==> src/rtl/serial_bit_tx_if.sv <==
// Valid/ready bundle for serial_bit_tx: parallel word in, serial bits out.
// The producer/consumer side uses master; the transmitter uses slave.
interface serial_bit_tx_if #(
    parameter int DATA_WIDTH = 32
);
    logic [DATA_WIDTH-1:0] din;
    logic                  din_valid;
    logic                  din_ready;
    logic                  sout;
    logic                  sout_valid;
    logic                  sout_last;
    logic                  sout_ready;

    modport master (
        output din,
        output din_valid,
        input  din_ready,
        input  sout,
        input  sout_valid,
        input  sout_last,
        output sout_ready
    );

    modport slave (
        input  din,
        input  din_valid,
        output din_ready,
        output sout,
        output sout_valid,
        output sout_last,
        input  sout_ready
    );
endinterface

==> src/rtl/serial_bit_tx.sv <==
// Parallel-to-serial transmitter, one bit per beat, with a one-word
// holding register so consecutive words stream without idle cycles.
module serial_bit_tx #(
    parameter int DATA_WIDTH = 32,
    parameter bit LSB_FIRST  = 1'b1
) (
    input logic            clk,
    input logic            reset,
    serial_bit_tx_if.slave bus
);
    localparam int CW = $clog2(DATA_WIDTH);
    localparam logic [CW-1:0] LAST = CW'(DATA_WIDTH - 1);

    typedef enum logic {
        IDLE,
        SHIFT
    } state_e;

    state_e                state_q, state_d;
    logic [DATA_WIDTH-1:0] sreg_q, sreg_d;
    logic [DATA_WIDTH-1:0] hold_q, hold_d;
    logic                  hold_vld_q, hold_vld_d;
    logic [CW-1:0]         cnt_q, cnt_d;

    logic                  din_ready;
    logic                  sout_valid;
    logic                  accept;
    logic                  beat;
    logic                  word_end;
    logic [DATA_WIDTH-1:0] shifted;

    // Ready depends only on the hold flag, never on din_valid/sout_ready.
    assign din_ready  = ~hold_vld_q;
    assign sout_valid = (state_q == SHIFT);
    assign accept     = bus.din_valid & din_ready;
    assign beat       = sout_valid & bus.sout_ready;
    assign word_end   = beat & (cnt_q == LAST);
    assign shifted    = LSB_FIRST ? (sreg_q >> 1) : (sreg_q << 1);

    assign bus.din_ready  = din_ready;
    assign bus.sout_valid = sout_valid;
    assign bus.sout_last  = sout_valid & (cnt_q == LAST);
    assign bus.sout       = sout_valid &
                            (LSB_FIRST ? sreg_q[0] : sreg_q[DATA_WIDTH-1]);

    always_ff @(posedge clk) begin
        if (reset) begin
            state_q    <= IDLE;
            sreg_q     <= '0;
            hold_q     <= '0;
            hold_vld_q <= 1'b0;
            cnt_q      <= '0;
        end else begin
            state_q    <= state_d;
            sreg_q     <= sreg_d;
            hold_q     <= hold_d;
            hold_vld_q <= hold_vld_d;
            cnt_q      <= cnt_d;
        end
    end

    always_comb begin
        state_d    = state_q;
        sreg_d     = sreg_q;
        hold_d     = hold_q;
        hold_vld_d = hold_vld_q;
        cnt_d      = cnt_q;
        unique case (state_q)
            IDLE: begin
                if (accept) begin
                    sreg_d  = bus.din;
                    cnt_d   = '0;
                    state_d = SHIFT;
                end
            end
            SHIFT: begin
                if (word_end) begin
                    cnt_d = '0;
                    if (hold_vld_q) begin
                        sreg_d     = hold_q;
                        hold_vld_d = 1'b0;
                    end else if (accept) begin
                        sreg_d = bus.din;
                    end else begin
                        state_d = IDLE;
                    end
                end else begin
                    if (beat) begin
                        sreg_d = shifted;
                        cnt_d  = cnt_q + CW'(1);
                    end
                    // A word arriving mid-shift parks in hold.
                    if (accept) begin
                        hold_d     = bus.din;
                        hold_vld_d = 1'b1;
                    end
                end
            end
            default: state_d = IDLE;
        endcase
    end
endmodule

==> src/flat_wrapper.sv <==
// flat-port wrapper written by rule: the top's interface ports become plain ports
module serial_bit_tx_flat 
#(
    parameter int DATA_WIDTH = 32,
    parameter bit LSB_FIRST  = 1'b1
)
  (clk, reset, bus_din, bus_din_valid, bus_din_ready, bus_sout, bus_sout_valid, bus_sout_last, bus_sout_ready);
  serial_bit_tx_if #(.DATA_WIDTH(DATA_WIDTH)) bus_i ();
  input logic clk;
  input logic reset;
  input wire logic [$bits(bus_i.din)-1:0] bus_din;
  input wire logic [$bits(bus_i.din_valid)-1:0] bus_din_valid;
  output wire logic [$bits(bus_i.din_ready)-1:0] bus_din_ready;
  output wire logic [$bits(bus_i.sout)-1:0] bus_sout;
  output wire logic [$bits(bus_i.sout_valid)-1:0] bus_sout_valid;
  output wire logic [$bits(bus_i.sout_last)-1:0] bus_sout_last;
  input wire logic [$bits(bus_i.sout_ready)-1:0] bus_sout_ready;
  assign bus_i.din = bus_din;
  assign bus_i.din_valid = bus_din_valid;
  assign bus_din_ready = bus_i.din_ready;
  assign bus_sout = bus_i.sout;
  assign bus_sout_valid = bus_i.sout_valid;
  assign bus_sout_last = bus_i.sout_last;
  assign bus_i.sout_ready = bus_sout_ready;
  serial_bit_tx #(.DATA_WIDTH(DATA_WIDTH), .LSB_FIRST(LSB_FIRST)) u_core (.clk(clk), .reset(reset), .bus(bus_i));
endmodule
==> config.mk <==
export PLATFORM = sky130hd
export DESIGN_NAME = serial_bit_tx_flat
export DESIGN_NICKNAME = d
export VERILOG_FILES = /design/src/rtl/serial_bit_tx_if.sv /design/src/rtl/serial_bit_tx.sv /design/src/flat_wrapper.sv
export SDC_FILE = /design/constraint.sdc
export NUM_CORES = 1
export LEC_CHECK = 0
export CORE_MARGIN = 10
export CORE_UTILIZATION = 55
export DETAILED_ROUTE_END_ITERATION = 12
export DONT_BUFFER_PORTS = 1
export PLACE_DENSITY = 0.75
export SKIP_CTS_REPAIR_TIMING = 1
export SLEW_MARGIN = 10
export SYNTH_ARGS = -nofsm -noshare
export SYNTH_HDL_FRONTEND = slang
export SYNTH_SLANG_ARGS = --single-unit
==> constraint.sdc <==
create_clock -name clk -period 3.5 [get_ports clk]
set_input_delay 0.7 -clock clk [delete_from_list [all_inputs] [get_ports clk]]
set_output_delay 0.7 -clock clk [all_outputs]
set_load 0.05 [all_outputs]
==> impl_metrics.env, run 1 <==
export IMPL_synth_top_area_share_pct=47.0
export IMPL_yosys_area_top_type="dfxtp_1"
export IMPL_maxSlewViolCount=0
export IMPL_place_gp_congestion=0.768
export IMPL_busiest_layer="met2"
export IMPL_register_area_sq_um=1420
export IMPL_fp_dieH_um=94.2
export IMPL_tns_ns=0
export IMPL_num_fill_cells=461
export IMPL_cts_buffers=9
export IMPL_ys_seq_elements=71
export IMPL_syn_inst=366
export IMPL_clock_skew_ns=0.00543
export IMPL_wl_per_cell_um=15.6
export IMPL_synth_edff_count=0
export IMPL_antenna_found_initial=0
export IMPL_crit_fanout=9
export IMPL_p_leak_nw=1.28
export IMPL_syn_area_per_cell_sq_um=8.26
export IMPL_grt_util_met1_pct=18.7
export IMPL_grt_pass1_wl_um=11300
export IMPL_nNetsFinal=392
export IMPL_rows=26
export IMPL_clkTransAtPathRegs_ns=0.07
export IMPL_cts_root_buf="clkbuf_8"
export IMPL_ir_drop_v=0.000337
export IMPL_worstPathArrival_ns=1.90
export IMPL_outcome="complete, no violations"
export IMPL_synth_top_family_by_area="simple AND/OR/NAND/NOR gates"
export IMPL_synth_main_ff_cell="dfxtp_1"
export IMPL_post_route_util_pct=60.9
export IMPL_place_area_sq_um=3000
export IMPL_clock_path_buffers=2
export IMPL_maxCapViolations=0
export IMPL_fmax_mhz=385
export IMPL_min_period_over_period_pct=74.2
export IMPL_io_pins=40
export IMPL_clock_sinks=71
export IMPL_grt_pass1_vias=2371
export IMPL_fin_crit_ns=2.60
export IMPL_synth_compound_area_share_pct=20.4
export IMPL_drive_gt1_share_pct=15.6
export IMPL_synth_cell_types=37
export IMPL_syn_cell_area_sq_um=3020
export IMPL_hold_path_class="in -> reg"
export IMPL_cp_start_kind="flip-flop"
export IMPL_diodes=0
export IMPL_core_area_sq_um=5200
export IMPL_avgViaCountPerCell=5.76
export IMPL_maxSlewHeadroom_pct=27.2
export IMPL_drtIter0Drc=161
export IMPL_htreeDepth=3
export IMPL_vias=2472
export IMPL_dieArea_sq_um=8860
export IMPL_path_class="reg -> out"
export IMPL_multi_input_area_sq_um=1430
export IMPL_die_width_um=94.2
export IMPL_setup_viol=0
export IMPL_rsz0062_at_grt="no"
export IMPL_synth_xor_area_share_pct=0
export IMPL_grt_max_degree=74
export IMPL_start_util_pct=58.1
export IMPL_use_met2_pct=24.8
export IMPL_cts_tree="yes"
export IMPL_hpwlAfterDp_um=4180
export IMPL_yosysSeqAreaShare_pct=47.0
export IMPL_use_met3_pct=7.75
export IMPL_required_ns=2.80
export IMPL_gr_total_overflow=0
export IMPL_syn_nets=404
export IMPL_async_flop_share_pct=0
export IMPL_synthMuxAreaShare_pct=0
export IMPL_syn2layout_area_growth_pct=4.84
export IMPL_end_kind="output port"
export IMPL_ys_warn_count=0
export IMPL_post_place_ws_ns=0.924
export IMPL_worst_slew_pin_slew_ns=1.09
export IMPL_grt_util_all_layers_pct=16.0
export IMPL_drtAntennaViolNets=0
export IMPL_fin_ws_ns=0.903
export IMPL_hold_violations=0
export IMPL_synthAdderAreaFrac_pct=0.827
export IMPL_drc=0
export IMPL_synthSimpleGateAreaFrac_pct=25.9
export IMPL_wl_um=6690
export IMPL_synthTopCellsByCount="71 x dfxtp_1, 69 x nand2_1, 67 x nor2_1"
export IMPL_firstDrtPassIters=4
export IMPL_design_area_sq_um=3170
export IMPL_io_buffers=0
export IMPL_synth_most_common_cell="dfxtp_1"
export IMPL_clk_latency_ns=0.34
export IMPL_powerDensity_nw_per_um2=520
export IMPL_synth_area_top_cells="dfxtp_1 47%, o221a_2 11%, nand2_1 8.6%, nor2_1 8.3%, a21oi_1 6.1%"
==> per-stage QoR <==
step / hold WS [ns] / total power [W] / std cells
floorplan: 0.437 / 0.00107 / 366
global placement: 0.436 / 0.00108 / 413
detailed placement: 0.440 / 0.00108 / 413
CTS: 0.403 / 0.00167 / 429
global route: 0.403 / 0.00173 / 429
finish: 0.427 / 0.00165 / 429
==> state kept, by name, summed over array words and instances (netlist names) <==
register and flops:
u_core.hold_vld_q 1, u_core.sreg_q 32, u_core.cnt_q 5, u_core.bus.sout_valid 1, u_core.hold_q 32
==> worst max-delay path: stages (launching register included) <==
cell     delay (ns)
dfxtp_1        0.38
ha_1           0.20
and3_1         0.17
ha_1           0.31
and2_1         0.50
==> power breakdown <==
part / total [W] / internal, W / switching [W]
Sequential: 0.000897 / 0.000866 / 0.0000313
Combinational: 0.000167 / 0.0000743 / 0.0000932
Clock: 0.000583 / 0.000291 / 0.000292
Total: 0.00165 / 0.00123 / 0.000416
==> cell type report <==
type                       instances  area share [%]
multi-input combinational        263            45.1
sequential                        71            44.8
clock buffer                      12            4.89
tap                               70            2.76
timing repair buffer               6            1.42
clock inverter                     4           0.631
inverter                           3           0.355
==> cell families (layout without fill, tap and decap cells) <==
logic type      count (synthesis)  after routing
buf+inv                        32             25
fa+ha+maj                       2              2
compound gates                 79             79
flops                          71             71
simple gates                  182            182
==> cell usage in the layout, fill, tap and decap left out, types with 2 or more instances in the layout <==
master,instances
a21oi_1,37
and2_1,2
buf_4,6
clkbuf_8,11
clkinv_2,4
dfxtp_1,71
ha_1,2
inv_1,3
nand2_1,69
nand3_1,2
nand3b_1,2
nor2_1,67
nor3_1,30
o21ai_0,2
o221a_2,30
==> path summary, 6_finish.rpt <==
check | end | start | slack, ns | cells after the start
worst min-delay path | u_core.hold_q[16]$_SDFFE_PP0P_ | reset | 0.43 | 1
worst max-delay path | bus_sout_last | u_core.cnt_q[0]$_SDFFE_PP0P_ | 0.90 | 4
worst min register to register | u_core.hold_q[27]$_SDFFE_PP0P_ | u_core.hold_q[27]$_SDFFE_PP0P_ | 0.45 | 2
worst max register to register | u_core.hold_q[23]$_SDFFE_PP0P_ | u_core.cnt_q[0]$_SDFFE_PP0P_ | 0.99 | 7
==> per-layer routing <==
| metal | wire (um) | up-vias | share of wire, % |
|---|---|---|---|
| met4 | 61 | 0 | 0.91 |
| met2 | 3200 | 62 | 48 |
| met3 | 578 | 6 | 8.6 |
| met1 | 2850 | 1149 | 43 |
| met5 | 0 | - | 0 |
| li1 | - | 1255 | - |
Power figures use the tool's default switching activity.
==> run 2, diff against run 1 <==
==> constraint.sdc (replaced) <==
create_clock -name clk -period 2.5 [get_ports clk]
set_input_delay 0.5 -clock clk [delete_from_list [all_inputs] [get_ports clk]]
set_output_delay 0.5 -clock clk [all_outputs]
set_load 0.05 [all_outputs]
==> run 2 against run 1 <==
  * Utilization rose by 0.91 points
  * Critical path type unchanged
  * Clock-buffer cell count down 3
  * Critical endpoint unchanged
  * Combinational power rose by 44%
==> impl_metrics.env, run 2 (synthesis gave the netlist of run 1 again) <==
export IMPL_outcome="complete, no violations"
export IMPL_gr_total_overflow=0
export IMPL_total_power_w=0.00237
export IMPL_drt_met1_wl_um=2880
export IMPL_avgViaCountPerCell=5.90
export IMPL_die_width_um=94.2
export IMPL_cts_buffers=9
export IMPL_maxSlewHeadroom_pct=66.2
export IMPL_htreeDepth=3
export IMPL_clock_skew_ns=0.00808
export IMPL_worst_slew_pin_slew_ns=0.506
export IMPL_clock_sinks=71
export IMPL_wl_per_cell_um=16.1
export IMPL_io_pins=40
export IMPL_wl_um=6940
export IMPL_wl_met3_um=686
export IMPL_maxSlewViolCount=0
export IMPL_hold_violations=0
export IMPL_io_buffers=0
export IMPL_worstPathArrival_ns=1.77
export IMPL_wl_met2_um=3270
export IMPL_fmax_mhz=441
export IMPL_cp_start_kind="flip-flop"
export IMPL_dieArea_sq_um=8860
export IMPL_place_gp_congestion=0.865
export IMPL_clock_path_buffers=2
export IMPL_grt_util_all_layers_pct=17.0
export IMPL_firstDrtPassIters=5
export IMPL_final_common_cell="dfxtp_1"
export IMPL_cts_root_buf="clkbuf_8"
export IMPL_antenna_found_initial=0
export IMPL_drtAntennaViolNets=0
export IMPL_maxCapViolations=0
export IMPL_syn2layout_area_growth_pct=6.41
export IMPL_tns_ns=0
export IMPL_drc=0
export IMPL_diodes=0
export IMPL_cts_tree="yes"
export IMPL_top_layer="met4"
export IMPL_clk_latency_ns=0.34
export IMPL_grt_max_degree=74
export IMPL_p_leak_nw=1.30
export IMPL_grt_pass1_wl_um=12100
export IMPL_rows=26
export IMPL_fp_dieH_um=94.2
export IMPL_powerDensity_nw_per_um2=735
export IMPL_path_class="reg -> out"
export IMPL_mostFrequentLayoutCells="71 x dfxtp_1, 69 x nand2_1, 67 x nor2_1, 37 x a21oi_1"
export IMPL_core_area_sq_um=5200
export IMPL_nNetsFinal=395
export IMPL_drive_gt1_share_pct=16.6
export IMPL_required_ns=2.00
export IMPL_clkTransAtPathRegs_ns=0.08
export IMPL_vias=2544
export IMPL_drtIter0Drc=234
export IMPL_crit_fanout=9
export IMPL_end_kind="output port"
export IMPL_min_period_over_period_pct=90.8
export IMPL_setup_viol=0
export IMPL_grt_pass1_vias=2477
export IMPL_rsz0062_at_grt="no"
export IMPL_hold_path_class="in -> reg"
export IMPL_hpwlAfterDp_um=4430
export IMPL_ir_drop_v=0.000382
export IMPL_start_util_pct=58.1
export IMPL_reg_top3="u_core.hold_q (32), u_core.sreg_q (32), u_core.cnt_q (5)"
export IMPL_fin_crit_ns=2.27
run 2: report_power, final:
group | total (W) | internal [W] | leakage (nW) | switching (W)
Clock | 0.000868 | 0.000453 | 0.0988 | 0.000415
Sequential | 0.00126 | 0.00121 | 0.582 | 0.0000475
Combinational | 0.000240 | 0.000108 | 0.624 | 0.000132
run 2: final timing paths:
path                            slack, ns  depth (start not counted)                        endpoint                     startpoint
worst max-delay path                 0.23                          4                   bus_sout_last   u_core.cnt_q[0]$_SDFFE_PP0P_
worst min-delay path                 0.23                          1  u_core.hold_q[16]$_SDFFE_PP0P_                          reset
worst max register to register       0.38                          8   u_core.hold_q[6]$_SDFFE_PP0P_   u_core.cnt_q[0]$_SDFFE_PP0P_
worst min register to register       0.45                          2   u_core.hold_q[7]$_SDFFE_PP0P_  u_core.hold_q[7]$_SDFFE_PP0P_
run 2: cell type report:
cell class | instances | area (sq um)
Clock buffer | 9 | 124
Clock inverter | 6 | 62.6
Fill cell | 477 | 1990
Inverter | 3 | 11.3
Multi-Input combinational cell | 263 | 1430
Sequential cell | 71 | 1420
Tap cell | 70 | 87.6
Timing Repair Buffer | 9 | 80.1
run 2: stage by stage:
stage               setup WS, ns  cell area [sq um]  std cells  utilization [%]  hold slack [ns]
CTS                       0.0779               3220        431             61.8            0.209
floorplan                  0.476               3020        366                -            0.437
finish                     0.231               3220        431             61.8            0.232
global route              0.0687               3220        431             61.8            0.205
global placement           0.456               3030        416             58.2            0.436
detailed placement         0.391               3030        416             58.2            0.441
run 2: worst max-delay path, stage by stage (launching register included):
cell and delay [ns]:
dfxtp_1 0.38, ha_1 0.20, and3_1 0.17, ha_1 0.32, and2_2 0.37
run 2: metal layers:
metal | global-route usage (%) | up-vias
met5 | 0 | -
met4 | 5.57 | 0
met3 | 7.91 | 11
met2 | 27.1 | 78
met1 | 19.7 | 1199
li1 | - | 1256
==> run 3, diff against run 2 <==
--- a/config.mk
+++ b/config.mk
@@ -6,10 +6,10 @@
 export NUM_CORES = 1
 export LEC_CHECK = 0
 export CORE_MARGIN = 10
-export CORE_UTILIZATION = 55
+export CORE_UTILIZATION = 50
 export DETAILED_ROUTE_END_ITERATION = 12
 export DONT_BUFFER_PORTS = 1
-export PLACE_DENSITY = 0.75
+export PLACE_DENSITY = 0.7
 export SKIP_CTS_REPAIR_TIMING = 1
 export SLEW_MARGIN = 10
 export SYNTH_ARGS = -nofsm -noshare
==> run 3 against run 2 <==
  * Cell count increased by 1.6%
  * Sequential share of layout area decreased by 0.051 points
  * Clock skew decreased by 0.0014 ns
  * Clock-buffer cell count increased by 4
  * Critical path depth unchanged
  * Die area increased by 7.8%
  * Setup slack improved by 0.015 ns
  * Sequential power about the same
  * Clock power decreased by 4.5%
==> impl_metrics.env, run 3 (synthesis gave the netlist of run 1 again) <==
export IMPL_outcome="complete, no violations"
export IMPL_mostFrequentLayoutCells="71 x dfxtp_1, 69 x nand2_1, 67 x nor2_1, 37 x a21oi_1"
export IMPL_maxSlewHeadroom_pct=67.2
export IMPL_required_ns=2.00
export IMPL_io_buffers=0
export IMPL_worstHoldStart="reset"
export IMPL_htreeDepth=3
export IMPL_worst_slew_pin_slew_ns=0.495
export IMPL_post_place_ws_ns=0.377
export IMPL_num_fill_cells=543
export IMPL_clock_path_buffers=2
export IMPL_drtIter0Drc=133
export IMPL_pwr_share_seq_pct=53.9
export IMPL_core_area_sq_um=5890
export IMPL_firstDrtPassIters=4
export IMPL_design_area_sq_um=3220
export IMPL_setup_viol=0
export IMPL_avgViaCountPerCell=5.71
export IMPL_tns_ns=0
export IMPL_clkTransAtPathRegs_ns=0.07
export IMPL_power_frac_comb_pct=10.5
export IMPL_grt_pass1_wl_um=11400
export IMPL_path_class="reg -> out"
export IMPL_wl_per_cell_um=15.8
export IMPL_min_period_over_period_pct=90.1
export IMPL_fin_crit_ns=2.25
export IMPL_drc=0
export IMPL_cp_start_kind="flip-flop"
export IMPL_r2r_start="u_core.cnt_q[0]$_SDFFE_PP0P_"
export IMPL_timing_rr_end="u_core.hold_q[29]$_SDFFE_PP0P_"
export IMPL_grt_max_degree=74
export IMPL_wl_um=6910
export IMPL_grt_util_all_layers_pct=14.2
export IMPL_rsz0062_at_grt="no"
export IMPL_hold_depth=1
export IMPL_syn2layout_area_growth_pct=6.54
export IMPL_fmax_mhz=444
export IMPL_maxCapViolations=0
export IMPL_io_pins=40
export IMPL_cts_tree="yes"
export IMPL_final_common_cell="dfxtp_1"
export IMPL_p_switching_w=0.000595
export IMPL_reg2reg_depth=8
export IMPL_worstPathArrival_ns=1.75
export IMPL_ff2ff_setup_slack_ns=0.37
export IMPL_cts_buffers=9
export IMPL_grt_pass1_vias=2306
export IMPL_crit_fanout=9
export IMPL_min_to="u_core.hold_q[11]$_SDFFE_PP0P_"
export IMPL_fin_ws_ns=0.246
export IMPL_fp_dieH_um=97.8
export IMPL_clock_skew_ns=0.00668
export IMPL_hold_path_class="in -> reg"
export IMPL_place_area_sq_um=3040
export IMPL_switching_share_pct=25.5
export IMPL_dieArea_sq_um=9560
export IMPL_reg_top3="u_core.hold_q (32), u_core.sreg_q (32), u_core.cnt_q (5)"
export IMPL_drtAntennaViolNets=0
export IMPL_top_layer="met4"
export IMPL_drive_gt1_share_pct=16.5
export IMPL_cts_root_buf="clkbuf_8"
export IMPL_hpwlAfterDp_um=4230
export IMPL_place_gp_congestion=0.828
export IMPL_powerDensity_nw_per_um2=724
export IMPL_drt_met1_wl_um=3080
export IMPL_total_power_w=0.00233
export IMPL_die_width_um=97.8
export IMPL_diodes=0
export IMPL_p_leak_nw=1.30
export IMPL_start_util_pct=51.4
export IMPL_antenna_found_initial=0
export IMPL_wl_met2_um=3070
export IMPL_wl_met3_um=612
export IMPL_post_route_util_pct=54.7
export IMPL_rows=28
export IMPL_maxSlewViolCount=0
export IMPL_hold_violations=0
export IMPL_clk_latency_ns=0.34
export IMPL_end_kind="output port"
export IMPL_p_int_w=0.00174
export IMPL_clock_power_share_pct=35.5
export IMPL_clock_sinks=71
export IMPL_gr_total_overflow=0
export IMPL_vias=2502
export IMPL_nNetsFinal=396
export IMPL_ir_drop_v=0.000303
-- run 3: metal layers --
layer,global-route usage (%),up-vias
met5,0,-
met4,7.27,0
met3,5.50,12
met2,20.6,53
met1,17.8,1181
li1,-,1256
-- run 3: stage by stage --
stage          instances  hold slack, ns
5_1_grt              438           0.218
6_report             438           0.228
3_5_place_dp         422           0.440
4_1_cts              438           0.211
2_1_floorplan        366           0.437
3_3_place_gp         422           0.436
-- run 3: area by class of cell --
cell class	count	area [sq um]	share of cell area [%]
repair buffers	10	87.6	2.72
flip-flops and latches	71	1420	44.1
clock inverters	3	17.5	0.544
well taps	75	93.8	2.91
multi-input cells	263	1430	44.4
clock buffers	13	159	4.93
inverters	3	11.3	0.350
-- run 3: worst max path at each step --
stage	start	end	slack, ns
finish	u_core.cnt_q[0]$_SDFFE_PP0P_	bus_sout_last	0.25
floorplan	u_core.cnt_q[0]$_SDFFE_PP0P_	u_core.hold_q[24]$_SDFFE_PP0P_	0.48
global route	u_core.cnt_q[0]$_SDFFE_PP0P_	bus_sout_last	0.14
detailed placement	u_core.cnt_q[0]$_SDFFE_PP0P_	u_core.hold_q[29]$_SDFFE_PP0P_	0.38
CTS	u_core.cnt_q[0]$_SDFFE_PP0P_	bus_sout_last	0.10
global placement	u_core.cnt_q[0]$_SDFFE_PP0P_	u_core.hold_q[24]$_SDFFE_PP0P_	0.42
-- run 3: power by group through the flow --
| stage | combinational [W] | clock (W) | sequential, W |
|---|---|---|---|
| after floorplan | 0.000217 | 0 | 0.00127 |
| after global placement | 0.000242 | 0 | 0.00128 |
| after detailed placement | 0.000247 | 0 | 0.00128 |
| after CTS | 0.000248 | 0.000847 | 0.00126 |
| after global routing | 0.000273 | 0.000888 | 0.00127 |
| final | 0.000245 | 0.000829 | 0.00126 |
-- run 3: critical path, stage by stage (launching register included) --
cell and delay [ns]:
dfxtp_1 0.37, ha_1 0.19, and3_1 0.16, ha_1 0.31
and2_2 0.38
